<file path="src/rtl/spi_pkg.sv">
// Shared SPI link definitions for the serializer and deserializer blocks.
// Holds the receiver and transmitter state encodings and the synchronizer depth.
package spi_pkg;

    // Number of flops used to bring each asynchronous pin into the clk domain.
    localparam int SYNC_STAGES = 2;

    // Receive-side FSM states.
    typedef enum logic [1:0] {
        IDLE    = 2'd0,
        RECEIVE = 2'd1,
        STORE   = 2'd2
    } rx_state_t;

    // Transmit-side FSM states (used by the FIFO-side serializer).
    typedef enum logic [1:0] {
        TX_IDLE  = 2'd0,
        TX_LOAD  = 2'd1,
        TX_SHIFT = 2'd2,
        TX_DONE  = 2'd3
    } tx_state_t;

endpackage

</file>
<file path="src/rtl/spi_sync_edge.sv">
// Multi-flop synchronizer with edge detection for one asynchronous pin.
// Ports:
//   clk   - system clock
//   rst   - synchronous active-high reset; every flop loads RESET_VAL
//   din   - asynchronous input pin
//   level - synchronized level (output of the last synchronizer stage)
//   rise  - one-cycle pulse when the synchronized level goes 0 -> 1
//   fall  - one-cycle pulse when the synchronized level goes 1 -> 0
module spi_sync_edge
    import spi_pkg::*;
#(
    parameter logic RESET_VAL = 1'b0,
    parameter int   STAGES    = SYNC_STAGES
) (
    input  logic clk,
    input  logic rst,
    input  logic din,
    output logic level,
    output logic rise,
    output logic fall
);

    // pipe[STAGES-1] is the synchronized level; pipe[STAGES] is its one-cycle
    // delayed copy used only for edge detection.
    logic [STAGES:0] pipe;

    always_ff @(posedge clk) begin
        if (rst) begin
            pipe <= {(STAGES + 1){RESET_VAL}};
        end else begin
            pipe <= {pipe[STAGES-1:0], din};
        end
    end

    assign level = pipe[STAGES-1];
    assign rise  = pipe[STAGES-1] & ~pipe[STAGES];
    assign fall  = ~pipe[STAGES-1] & pipe[STAGES];

endmodule

</file>
<file path="src/rtl/spi_deserializer.sv">
// SPI receive end: oversamples sclk/mosi/cs_n on clk, assembles DATAWIDTH-bit
// words MSB first and writes each completed word into the receive FIFO.
// Ports:
//   clk, rst     - system clock, synchronous active-high reset
//   sclk, mosi   - serial clock and data (asynchronous to clk)
//   cs_n         - active-low frame select (asynchronous to clk)
//   full         - receive FIFO full, looked at only in STORE
//   writeEnable  - one-cycle FIFO write strobe
//   writeData    - word being written; holds after the strobe until next store
//   overflow     - one-cycle pulse when a completed word is dropped (full)
//   frame_error  - one-cycle pulse when cs_n rises on a partial word
//   busy         - high while in RECEIVE or STORE
module spi_deserializer
    import spi_pkg::*;
#(
    parameter int DATAWIDTH       = 32,
    parameter int BITCOUNTERWIDTH = $clog2(DATAWIDTH)
) (
    input  logic                 clk,
    input  logic                 rst,
    input  logic                 sclk,
    input  logic                 mosi,
    input  logic                 cs_n,
    input  logic                 full,
    output logic                 writeEnable,
    output logic [DATAWIDTH-1:0] writeData,
    output logic                 overflow,
    output logic                 frame_error,
    output logic                 busy
);

    localparam logic [BITCOUNTERWIDTH:0] LAST_BIT = (BITCOUNTERWIDTH + 1)'(DATAWIDTH - 1);

    rx_state_t state, state_next;

    logic                     sclk_rise, unused_sclk_level, unused_sclk_fall;
    logic                     cs_level, cs_rise, cs_fall;
    logic                     mosi_level, unused_mosi_rise, unused_mosi_fall;
    logic [DATAWIDTH-1:0]     shift_reg;
    logic [DATAWIDTH-1:0]     data_hold;
    logic [BITCOUNTERWIDTH:0] bit_cnt;
    logic                     word_done;

    spi_sync_edge #(.RESET_VAL(1'b0)) u_sync_sclk (
        .clk   (clk),
        .rst   (rst),
        .din   (sclk),
        .level (unused_sclk_level),
        .rise  (sclk_rise),
        .fall  (unused_sclk_fall)
    );

    // cs_n idles high, so its flops reset high to avoid a false edge.
    spi_sync_edge #(.RESET_VAL(1'b1)) u_sync_cs (
        .clk   (clk),
        .rst   (rst),
        .din   (cs_n),
        .level (cs_level),
        .rise  (cs_rise),
        .fall  (cs_fall)
    );

    spi_sync_edge #(.RESET_VAL(1'b0)) u_sync_mosi (
        .clk   (clk),
        .rst   (rst),
        .din   (mosi),
        .level (mosi_level),
        .rise  (unused_mosi_rise),
        .fall  (unused_mosi_fall)
    );

    // Last bit of the word is being sampled this cycle. It wins over a
    // simultaneous cs_rise so a word finishing with the frame is still stored.
    assign word_done = (state == RECEIVE) && sclk_rise && (bit_cnt == LAST_BIT);

    // State register
    always_ff @(posedge clk) begin
        if (rst) begin
            state <= IDLE;
        end else begin
            state <= state_next;
        end
    end

    // Next-state logic
    always_comb begin
        state_next = state;
        unique case (state)
            IDLE: begin
                if (cs_fall || !cs_level) state_next = RECEIVE;
            end
            RECEIVE: begin
                if (word_done)    state_next = STORE;
                else if (cs_rise) state_next = IDLE;
            end
            STORE: begin
                state_next = cs_level ? IDLE : RECEIVE;
            end
            default: state_next = IDLE;
        endcase
    end

    // Output decode
    always_comb begin
        writeEnable = 1'b0;
        overflow    = 1'b0;
        frame_error = 1'b0;
        busy        = (state != IDLE);
        writeData   = data_hold;
        unique case (state)
            STORE: begin
                writeEnable = !full;
                overflow    = full;
                writeData   = shift_reg;
            end
            RECEIVE: begin
                // Any bit already counted (or arriving now) makes it a partial word.
                frame_error = cs_rise && !word_done && ((bit_cnt != '0) || sclk_rise);
            end
            default: ;
        endcase
    end

    // Shift register, bit counter and write-data hold register
    always_ff @(posedge clk) begin
        if (rst) begin
            shift_reg <= '0;
            bit_cnt   <= '0;
            data_hold <= '0;
        end else begin
            unique case (state)
                IDLE: begin
                    shift_reg <= '0;
                    bit_cnt   <= '0;
                end
                RECEIVE: begin
                    if (cs_rise && !word_done) begin
                        shift_reg <= '0;
                        bit_cnt   <= '0;
                    end else if (sclk_rise) begin
                        shift_reg <= {shift_reg[DATAWIDTH-2:0], mosi_level};
                        bit_cnt   <= bit_cnt + 1'b1;
                    end
                end
                STORE: begin
                    // Only a word actually written becomes the held writeData.
                    if (!full) data_hold <= shift_reg;
                    shift_reg <= '0;
                    bit_cnt   <= '0;
                end
                default: begin
                    shift_reg <= '0;
                    bit_cnt   <= '0;
                end
            endcase
        end
    end

endmodule

</file>
<file path="config.mk">
export PLATFORM = sky130hd
export DESIGN_NAME = spi_deserializer
export DESIGN_NICKNAME = d
export VERILOG_FILES = /design/src/rtl/spi_pkg.sv /design/src/rtl/spi_sync_edge.sv /design/src/rtl/spi_deserializer.sv
export SDC_FILE = /design/constraint.sdc
export NUM_CORES = 1
export LEC_CHECK = 0
export ABC_AREA = 1
export CORE_ASPECT_RATIO = 1.4
export CORE_MARGIN = 10
export CORE_UTILIZATION = 45
export DETAILED_ROUTE_END_ITERATION = 10
export GPL_TIMING_DRIVEN = 0
export PLACE_DENSITY = 0.69
export SYNTH_ARGS = -nofsm -noshare
export SYNTH_HDL_FRONTEND = slang
export SYNTH_SLANG_ARGS = --single-unit
</file>
<file path="constraint.sdc">
create_clock -name clk -period 1.3 [get_ports clk]
set_clock_uncertainty 0.1 [all_clocks]
set_input_delay 0.13 -clock clk [delete_from_list [all_inputs] [get_ports clk]]
set_output_delay 0.13 -clock clk [all_outputs]
set_load 0.01 [all_outputs]
</file>
==> impl_metrics.tcl <==
set metrics [dict create \
    crit_chain "nor2_4 -> buf_12 -> buf_12 -> clkinvlp_4 -> nand2_1 -> o21ai_2 -> buf_2" \
    mostFrequentLayoutCells "nand2_1 (101), inv_1 (79), dfxtp_1 (75), buf_2 (37), nand3_1 (33)" \
    grt_pass1_vias 3189 \
    layout_setup_ws_ns -0.491 \
    leakage_nw 2.07 \
    worstPathRequired_ns 1.07 \
    fp.dieArea_um2 12000 \
    crit_buf_inv 4 \
    numClockSinks 80 \
    ant_nets 0 \
    period_share 1.38 \
    drt_iter0_markers 135 \
    drive_gt1_frac 0.312 \
    insertion_delay_ns 0.36 \
    yosys.area_share.simple 0.276 \
    endpoint_kind "output pin" \
    die_h_um 126 \
    first_pass_iters 5 \
    grt_max_degree 14 \
    cts_hold_buf 0 \
    routed_wl_um 9590 \
    root_buffer "clkbuf_8" \
    synth_seq_cells 80 \
    drv_cap 0 \
    rsz0062_at_grt "true" \
    pin_count 42 \
    fmax_ghz 0.558 \
    slew_headroom 0.671 \
    io_buffers 41 \
    grt_usage 0.156 \
    die_width_um 95.5 \
    layout_commonest_cell "nand2_1" \
    vdd_ir_drop_max_mv 0.734 \
    yosys_warnings 0 \
    area_growth_syn_to_layout_pct 40.3 \
    slew_viol_final 0 \
    crit_path_frequent_cell "buf_12" \
    grt_overflow 0 \
    status "finished, violations left" \
    p_per_area_nw_per_um2 967 \
    core_area_um2 7750 \
    dp.final_hpwl_um 5880 \
    synth_nets 525 \
    critPathSlowestCell "dfxtp_4" \
    drc 0 \
    ys_types 21 \
    synth-seq-area-share 0.446 \
    synth.avg_cell_area_um2 6.95 \
    criticalPathCategory "reg -> out" \
    antenna_found_initial 0 \
    core.rowCount 38 \
    reg2reg_slack_ns -0.24 \
    gp_congestion 0.783 \
    failed_checks "setup timing" \
    layout.nets 600 \
    fin_crit_ns 1.79 \
    viasPerCell 4.98 \
    holdCritPathClass "in -> reg" \
    arrival_ns 1.56 \
    grt_pass1_wl_um 15200 \
    syn_inst 517 \
    synth_top_family_by_area "simple AND/OR/NAND/NOR gates" \
    num_vias 3473 \
    cts.path.max_buffers 2 \
    worst_pin_slew_ns 0.493 \
    muxShareOfSynthArea 0 \
    max_stage_delay_ns 0.35 \
    path_delay_family "buffers and inverters" \
    synthAdderAreaFrac 0.00696 \
    finalSetupViolCount 106 \
    finalPower_w 0.00487 \
    h-tree-depth 3 \
    crit_path_start_kind "flop" \
    cts_buffers 9 \
    synth-xor-area-share 0.00244 \
    tritoncts "done" \
    wl_per_cell_um 13.8 \
    crit_fanout 5 \
    synth_area_um2 3590 \
    clk_pin_slew_worst_paths_ns 0.08 \
    diodes 0 \
    dp_worst_setup_slack_ns -0.891 \
    synth_compound_area_frac 0.135 \
    start_util 0.464 \
    hold_viol 0 \
]
[final timing paths]
kind | to | from | cells after the start
min | u_sync_mosi.pipe[0]$_SDFF_PP0_ | mosi | 3
min reg2reg | u_sync_sclk.pipe[1]$_SDFF_PP0_ | u_sync_sclk.pipe[0]$_SDFF_PP0_ | 2
max reg2reg | shift_reg[17]$_SDFFE_PP0N_ | bit_cnt[0]$_SDFFE_PP0N_ | 10
max | writeData[27] | state[0]$_SDFFE_PP0P_ | 7
[worst register-to-register path, stage by stage, from the launching register on]
cell and delay (ns):
dfxtp_4 0.37, ha_4 0.15, nand3_2 0.07, nor2_2 0.08, nand2_1 0.06, nand2_2 0.08, buf_6 0.12, nand2_8 0.07
buf_12 0.16, buf_12 0.14, nor2_2 0.09
[cell type report]
class	instances	area, µm²
plain buffers	30	332
clock buffers	9	124
clock inverters	7	110
fillers	634	2710
inverters	84	322
multi-input cells	322	1830
flip-flops and latches	80	1620
well taps	100	125
repair buffers	64	573
repair inverters	1	7.51
[Yosys cell counts (all sizes together)]
cell	n	area (µm²)
buf	13	97.6
nand3	35	175
nor3	3	15.0
o21ai	65	325
or2	2	12.5
inv	84	315
nand2	122	460
nor2	59	322
ha	2	25.0
dfxtp	80	1600
xor2	1	8.76
a21oi	32	160
clkbuf	18	67.6
nand3b	1	7.51
[where the power goes]
group	total, W	internal [W]	switching [W]
combinational	0.000237	0.0000953	0.000142
sequential	0.00246	0.00246	0.00000514
clock	0.00218	0.00126	0.000915
total	0.00487	0.00381	0.00106
[per-stage QoR]
stage	hold slack (ns)	util	std cells	instance area, µm²	setup TNS, ns
2_1_floorplan	0.134	-	517	3610	-0.252
3_3_place_gp	0.298	0.535	658	4150	-41.49
3_5_place_dp	0.304	0.535	658	4150	-42.96
4_1_cts	0.180	0.607	691	4700	-25.21
5_1_grt	0.213	0.651	697	5040	-37.06
6_report	0.186	0.651	697	5040	-28.62
[metal layers]
layer,vias to the layer above,global-route usage,share of wire
li1,1743,-,-
met1,1640,0.170,0.39
met2,70,0.274,0.54
met3,20,0.0250,0.040
met4,0,0.0879,0.031
met5,-,0,0
[logic make-up after synthesis]
kind of cell               after synthesis
AOI/OAI and AO/OA                       97
xor gates and xnor gates                 1
adders and majority gates                2
buffers and inverters                  115
DFF                                     80
and+or+nand+nor                        222
[timing repair]
action / 4_1_cts / 5_1_grt
buffers inserted: 12 / 5
endpoints found under the setup margin: 106 / 108
resized for setup: 265 / 82
pin swaps: 3 / 5
cloned: 6 / 3
Note: power is estimated with default switching activity, not from simulation.
